<file path="src/rtl/dm_pkg.sv">
// dm_pkg: shared data-memory encodings for the store unit and the load extender
package dm_pkg;
  localparam logic [1:0] ST_SB = 2'b00;
  localparam logic [1:0] ST_SH = 2'b01;
  localparam logic [1:0] ST_SW = 2'b10;
  localparam logic [1:0] ST_RSV = 2'b11;
  localparam logic [2:0] LT_LB = 3'b000;
  localparam logic [2:0] LT_LBU = 3'b001;
  localparam logic [2:0] LT_LH = 3'b010;
  localparam logic [2:0] LT_LHU = 3'b011;
  localparam logic [2:0] LT_LW = 3'b100;
  localparam logic [3:0] BE_WORD = 4'b1111;
  localparam logic [3:0] BE_HALF_LO = 4'b0011;
  localparam logic [3:0] BE_HALF_HI = 4'b1100;
endpackage

</file>
<file path="src/rtl/dm_store_unit_store_align.sv">
// store_align: storeType/addr/wdata -> byte enables, lane-replicated data, misalign (STORE_MISALIGN_EXC_EN)
module store_align
  import dm_pkg::*;
(
  input  logic [1:0]  store_type,
  input  logic [1:0]  addr_lo,
  input  logic [31:0] wdata,
  output logic [3:0]  be,
  output logic [31:0] data,
  output logic        legal,
  output logic        misalign
);
  always_comb begin
    be = store_type == ST_SB ? 4'b0001 << addr_lo :
         store_type == ST_SH ? (addr_lo[1] ? BE_HALF_HI : BE_HALF_LO) :
         store_type == ST_SW ? BE_WORD : 4'b0000;
    data = store_type == ST_SB ? {4{wdata[7:0]}} :
           store_type == ST_SH ? {2{wdata[15:0]}} : wdata;
    legal = store_type != ST_RSV;
`ifdef STORE_MISALIGN_EXC_EN
    misalign = (store_type == ST_SH && addr_lo[0]) || (store_type == ST_SW && addr_lo != 2'b00);
`else
    misalign = 1'b0;
`endif
  end
endmodule

</file>
<file path="src/rtl/dm_store_unit.sv">
// dm_store_unit: sb/sh/sw store buffer (DEPTH-entry FIFO) draining to the DM write port; ades gated by STORE_MISALIGN_EXC_EN
module dm_store_unit
  import dm_pkg::*;
#(
  parameter int DEPTH = 2,
  parameter int AW = 32
) (
  input  logic          clk,
  input  logic          reset,
  input  logic          st_valid,
  input  logic [1:0]    storeType,
  input  logic [AW-1:0] addr,
  input  logic [31:0]   wdata,
  output logic          st_ready,
  output logic          ades,
  output logic          bus_req,
  output logic [AW-1:0] bus_addr,
  output logic [3:0]    bus_be,
  output logic [31:0]   bus_wdata,
  input  logic          bus_ack,
  output logic          empty
);
  localparam int PW = $clog2(DEPTH);
  localparam int CW = $clog2(DEPTH + 1);
  logic [AW-1:0] r_addr [DEPTH];
  logic [3:0]    r_be   [DEPTH];
  logic [31:0]   r_data [DEPTH];
  logic [PW-1:0] r_wr, r_rd;
  logic [CW-1:0] r_count;
  logic [3:0]    w_be;
  logic [31:0]   w_data;
  logic          w_legal, w_mis, w_push, w_pop;
  store_align u_align (
    .store_type(storeType),
    .addr_lo(addr[1:0]),
    .wdata(wdata),
    .be(w_be),
    .data(w_data),
    .legal(w_legal),
    .misalign(w_mis)
  );
  assign ades = st_valid & w_mis;
  assign st_ready = r_count != CW'(DEPTH);
  assign empty = r_count == '0;
  assign bus_req = !empty;
  assign bus_addr = bus_req ? r_addr[r_rd] : '0;
  assign bus_be = bus_req ? r_be[r_rd] : '0;
  assign bus_wdata = bus_req ? r_data[r_rd] : '0;
  assign w_push = st_valid & st_ready & w_legal & !ades;
  assign w_pop = bus_req & bus_ack;
  always_ff @(posedge clk) begin
    if (reset) begin
      r_wr <= '0;
      r_rd <= '0;
      r_count <= '0;
    end else begin
      if (w_push) begin
        r_addr[r_wr] <= {addr[AW-1:2], 2'b00};
        r_be[r_wr] <= w_be;
        r_data[r_wr] <= w_data;
        r_wr <= r_wr + 1'b1;
      end
      if (w_pop) r_rd <= r_rd + 1'b1;
      r_count <= r_count + CW'(w_push) - CW'(w_pop);
    end
  end
endmodule

</file>
<file path="config.mk">
export PLATFORM = sky130hd
export DESIGN_NAME = dm_store_unit
export DESIGN_NICKNAME = d
export VERILOG_FILES = /design/src/rtl/dm_pkg.sv /design/src/rtl/dm_store_unit_store_align.sv /design/src/rtl/dm_store_unit.sv
export SDC_FILE = /design/constraint.sdc
export NUM_CORES = 1
export LEC_CHECK = 0
export ABC_AREA = 1
export CORE_MARGIN = 5
export CORE_UTILIZATION = 53
export DETAILED_ROUTE_END_ITERATION = 10
export PLACE_DENSITY = 0.85
export SLEW_MARGIN = 0
export SYNTH_ARGS = -nofsm -noshare
export SYNTH_HDL_FRONTEND = slang
export SYNTH_SLANG_ARGS = --single-unit
</file>
<file path="constraint.sdc">
create_clock -name clk -period 16.9 [get_ports clk]
set_clock_uncertainty 0.15 [all_clocks]
set_input_delay 4.225 -clock clk [delete_from_list [all_inputs] [get_ports clk]]
set_output_delay 4.225 -clock clk [all_outputs]
set_load 0.1 [all_outputs]
</file>
==> qor_table.md <==
| Result | This run |
| --- | --- |
| Avg Cell Area, Syn | 11.5 sq um |
| Post-synthesis register bit count | 137 |
| Worst setup slack after placement | 9.74 ns |
| Fraction of synthesized cell area taken by the top area cell type | 70.6% |
| Clk sink count | 137 |
| Final period util | 44.9% |
| Length in cells of the worst reg-to-reg path | 5 |
| Synthesized instance count | 490 |
| Count of pins over their slew limit | 0 |
| Endpoint kind of the worst setup timing path | output port |
| Normalized max-slew margin | 24.1% |
| Top-level I/O count | 142 |
| Nets | 698 |
| MaxCap Viol Count | 0 |
| Number of buffers inserted by hold repair at cts | 0 |
| Die outline height | 113 um |
| Buffer levels on the longest clock path | 2 |
| Diodes inserted | 0 |
| Smallest hold slack | 0.383 ns |
| Final hold violation count | 0 |
| Run status | finished, final reports clean |
| Worst Slack Setup Final | 9.31 ns |
| Post-synthesis instance area | 0.00562 sq mm |
| Layout overhead on the synthesized area | 36.1% |
| Initial antenna violation count | 0 |
| Number of global-route vias before repair | 4,326 |
| Clock root buffer | clkbuf_8 |
| Largest net degree at the start of global routing | 67 |
| Remaining global-route overflow | 0 |
| DRC violation count after routing | 0 |
| Number of CTS-inserted buffers | 17 |
| Final min period | 7.59 ns |
| Sequential share of the synthesized area | 72.4% |
| Utilization after layout | 74.0% |
| Transition time at the pin with the least slew margin | 1.14 ns |
| Share of layout cells above drive strength 1 | 6.57% |
| Die width | 113 um |
| Sum of net half-perimeters after detailed placement | 8.50 mm |
| Aggregate negative setup slack | 0 ns |
| Site row count | 37 |
| Library cell occupying the most area in the post-synthesis netlist | edfxtp_1 |
| Crit path DAT | 3.22 ns |
| Die area | 0.0128 sq mm |
| Antenna Violating Nets Remaining | 0 |
| Filler cells | 688 |
| Setup repair bufs after CTS | 0 |
| DR vias | 4,116 |
| Path class of the lowest-slack min-delay path | register to register |
| Startpoint type of the worst setup path | register |
| Final Cell Area | 0.00764 sq mm |
| Total of cells resized after clock tree synthesis | 0 |
| Cell area after placement | 0.00702 sq mm |
| Top layer used by detailed routing | met4 |
| Crit Path Class | register to output port |
| Pwr per Cell Area | 210 mW/mm^2 |
| Max Fclk | 132 MHz |
| Routed wire per std cell | 17.3 um |
| Final Routed Wirelength | 13.4 mm |
| Initial cell density of the core | 54.4% |
| Met2 Wirelength | 6.65 mm |
| Post-Route M1 WL | 5.46 mm |
| First-pass iteration count of the detailed router | 4 |
| Clock transition at the register clock pins on the worst setup and hold paths after CTS | 0.06 ns |
| Reg2Reg Launch Point | r_count[0]$_SDFF_PP0_ |
| Dominant cells by area after synthesis | edfxtp_1, nand2_1, a21oi_1 |
| TritonCTS clock tree | yes |
| Total setup violations reported at the end of the flow | 0 |
| Startpoint of the tightest hold check path | r_rd$_SDFFE_PP0P_ |
| Detail Route met3 WL | 995 um |
| Post-DR vias/cell | 5.31 |
| Clock latency on the worst-skew pair | 0.50 ns |
| Worst hold path cell count | 2 |
| Number of warning messages in the yosys log | 0 |
| Highest ir drop seen on vdd | 144 uV |
| LEAKAGE | 2.83 nW |
| Number of violations reported at the end of detailed-routing iteration 0 | 362 |
| Worst-path maximum fanout | 66 |
| Required time of the worst setup path | 12.53 ns |
| Unrepaired setup endpoints after global routing | no |
| GRT Util Overall | 21.7% |
| Global-route wire length before repair | 21.4 mm |
| Count of different cell masters after synthesis | 17 |
| Number of I/O port buffers | 138 |
| Htree depth | 4 |
| Core area | 0.0103 sq mm |
| Routability-driven placement congestion ratio | 0.787 |
## per-layer routing
metal  GRT usage, %  up-vias
met2           36.4      193
met1           26.5     1948
met3           5.29       26
met5              0        -
met4           10.2        0
li1               -     1949
## critical path, cell delays in order (launching register included)
cell and delay, ns:
dfxtp_2 0.32, inv_2 0.81, nand2_1 0.14, a21oi_1 0.25, clkdlybuf4s50_1 1.18
## final timing paths
kind | slack (ns) | end
setup / recovery | 9.31 | bus_wdata[31]
hold / removal | 0.38 | register
setup reg to reg | 14.52 | r_addr[0][29]$_DFFE_PP_
hold reg to reg | 0.38 | register
## cells in the mapped netlist
master      n
dfxtp_1     5
conb_1      1
buf_6       4
nor2_1      8
nand4_1     1
inv_1      13
o21ai_0     3
ha_1        2
buf_2      10
inv_2       2
edfxtp_1  132
a21oi_1    67
nor2_2      3
nand3_1    15
nand2_1   210
nor3_1      1
buf_4      13
## final cells by class
cell class	instances	area [sq um]	area share [%]
Clock buffer	21	449	5.88
Timing Repair Buffer	142	1410	18.5
Tap cell	136	170	2.23
Clock inverter	11	171	2.24
Inverter	15	56.3	0.737
Sequential cell	137	4070	53.2
Multi-Input combinational cell	313	1320	17.3
## power by group
part | switching, W | internal [W]
logic | 0.000656 | 0.000160
registers | 0.00000840 | 0.000402
clock network | 0.000131 | 0.000248
## state kept, by name, summed over array words and instances (netlist names), named ones only
| name | count |
|---|---|
| r_addr | 60 |
| r_be | 8 |
| r_count | 2 |
| r_data | 64 |
| r_rd | 1 |
| r_wr | 1 |
## cell families (layout without fill, tap and decap cells)
logic type	count (synthesis)	after routing	share of synthesized area, %
and+or+nand+nor	238	238	16.4
DFF	137	137	72.4
adders and majority gates	2	2	0.446
buffers and inverters	42	189	4.43
other	1	3	0.0668
AOI/OAI and AO/OA	70	70	6.24
## per-stage QoR
stage               power [W]  cells
finish                0.00160    775
CTS                   0.00161    775
global placement      0.00123    743
floorplan             0.00105    492
detailed placement    0.00123    743
global route          0.00166    775
## cells in the final DEF, fill, tap and decap left out
cell type | netlist | routed
dfxtp_2 | 0 | 1
ha_1 | 2 | 2
bufinv_16 | 0 | 4
inv_2 | 2 | 3
o21ai_0 | 3 | 3
clkbuf_8 | 0 | 3
nand2_1 | 210 | 210
edfxtp_1 | 132 | 132
clkinvlp_4 | 0 | 2
nor2_4 | 0 | 1
clkbuf_1 | 0 | 2
dfxtp_1 | 5 | 4
nor2_1 | 8 | 8
clkinv_2 | 0 | 2
nor3_2 | 0 | 1
clkdlybuf4s50_1 | 0 | 138
nor2_2 | 3 | 2
buf_4 | 13 | 4
nand4_1 | 1 | 1
a21oi_1 | 67 | 67
nand3_1 | 15 | 15
clkbuf_16 | 0 | 16
inv_1 | 13 | 12
conb_1 | 1 | 3
clkinv_4 | 0 | 3
(Power assumes the default switching activity.)
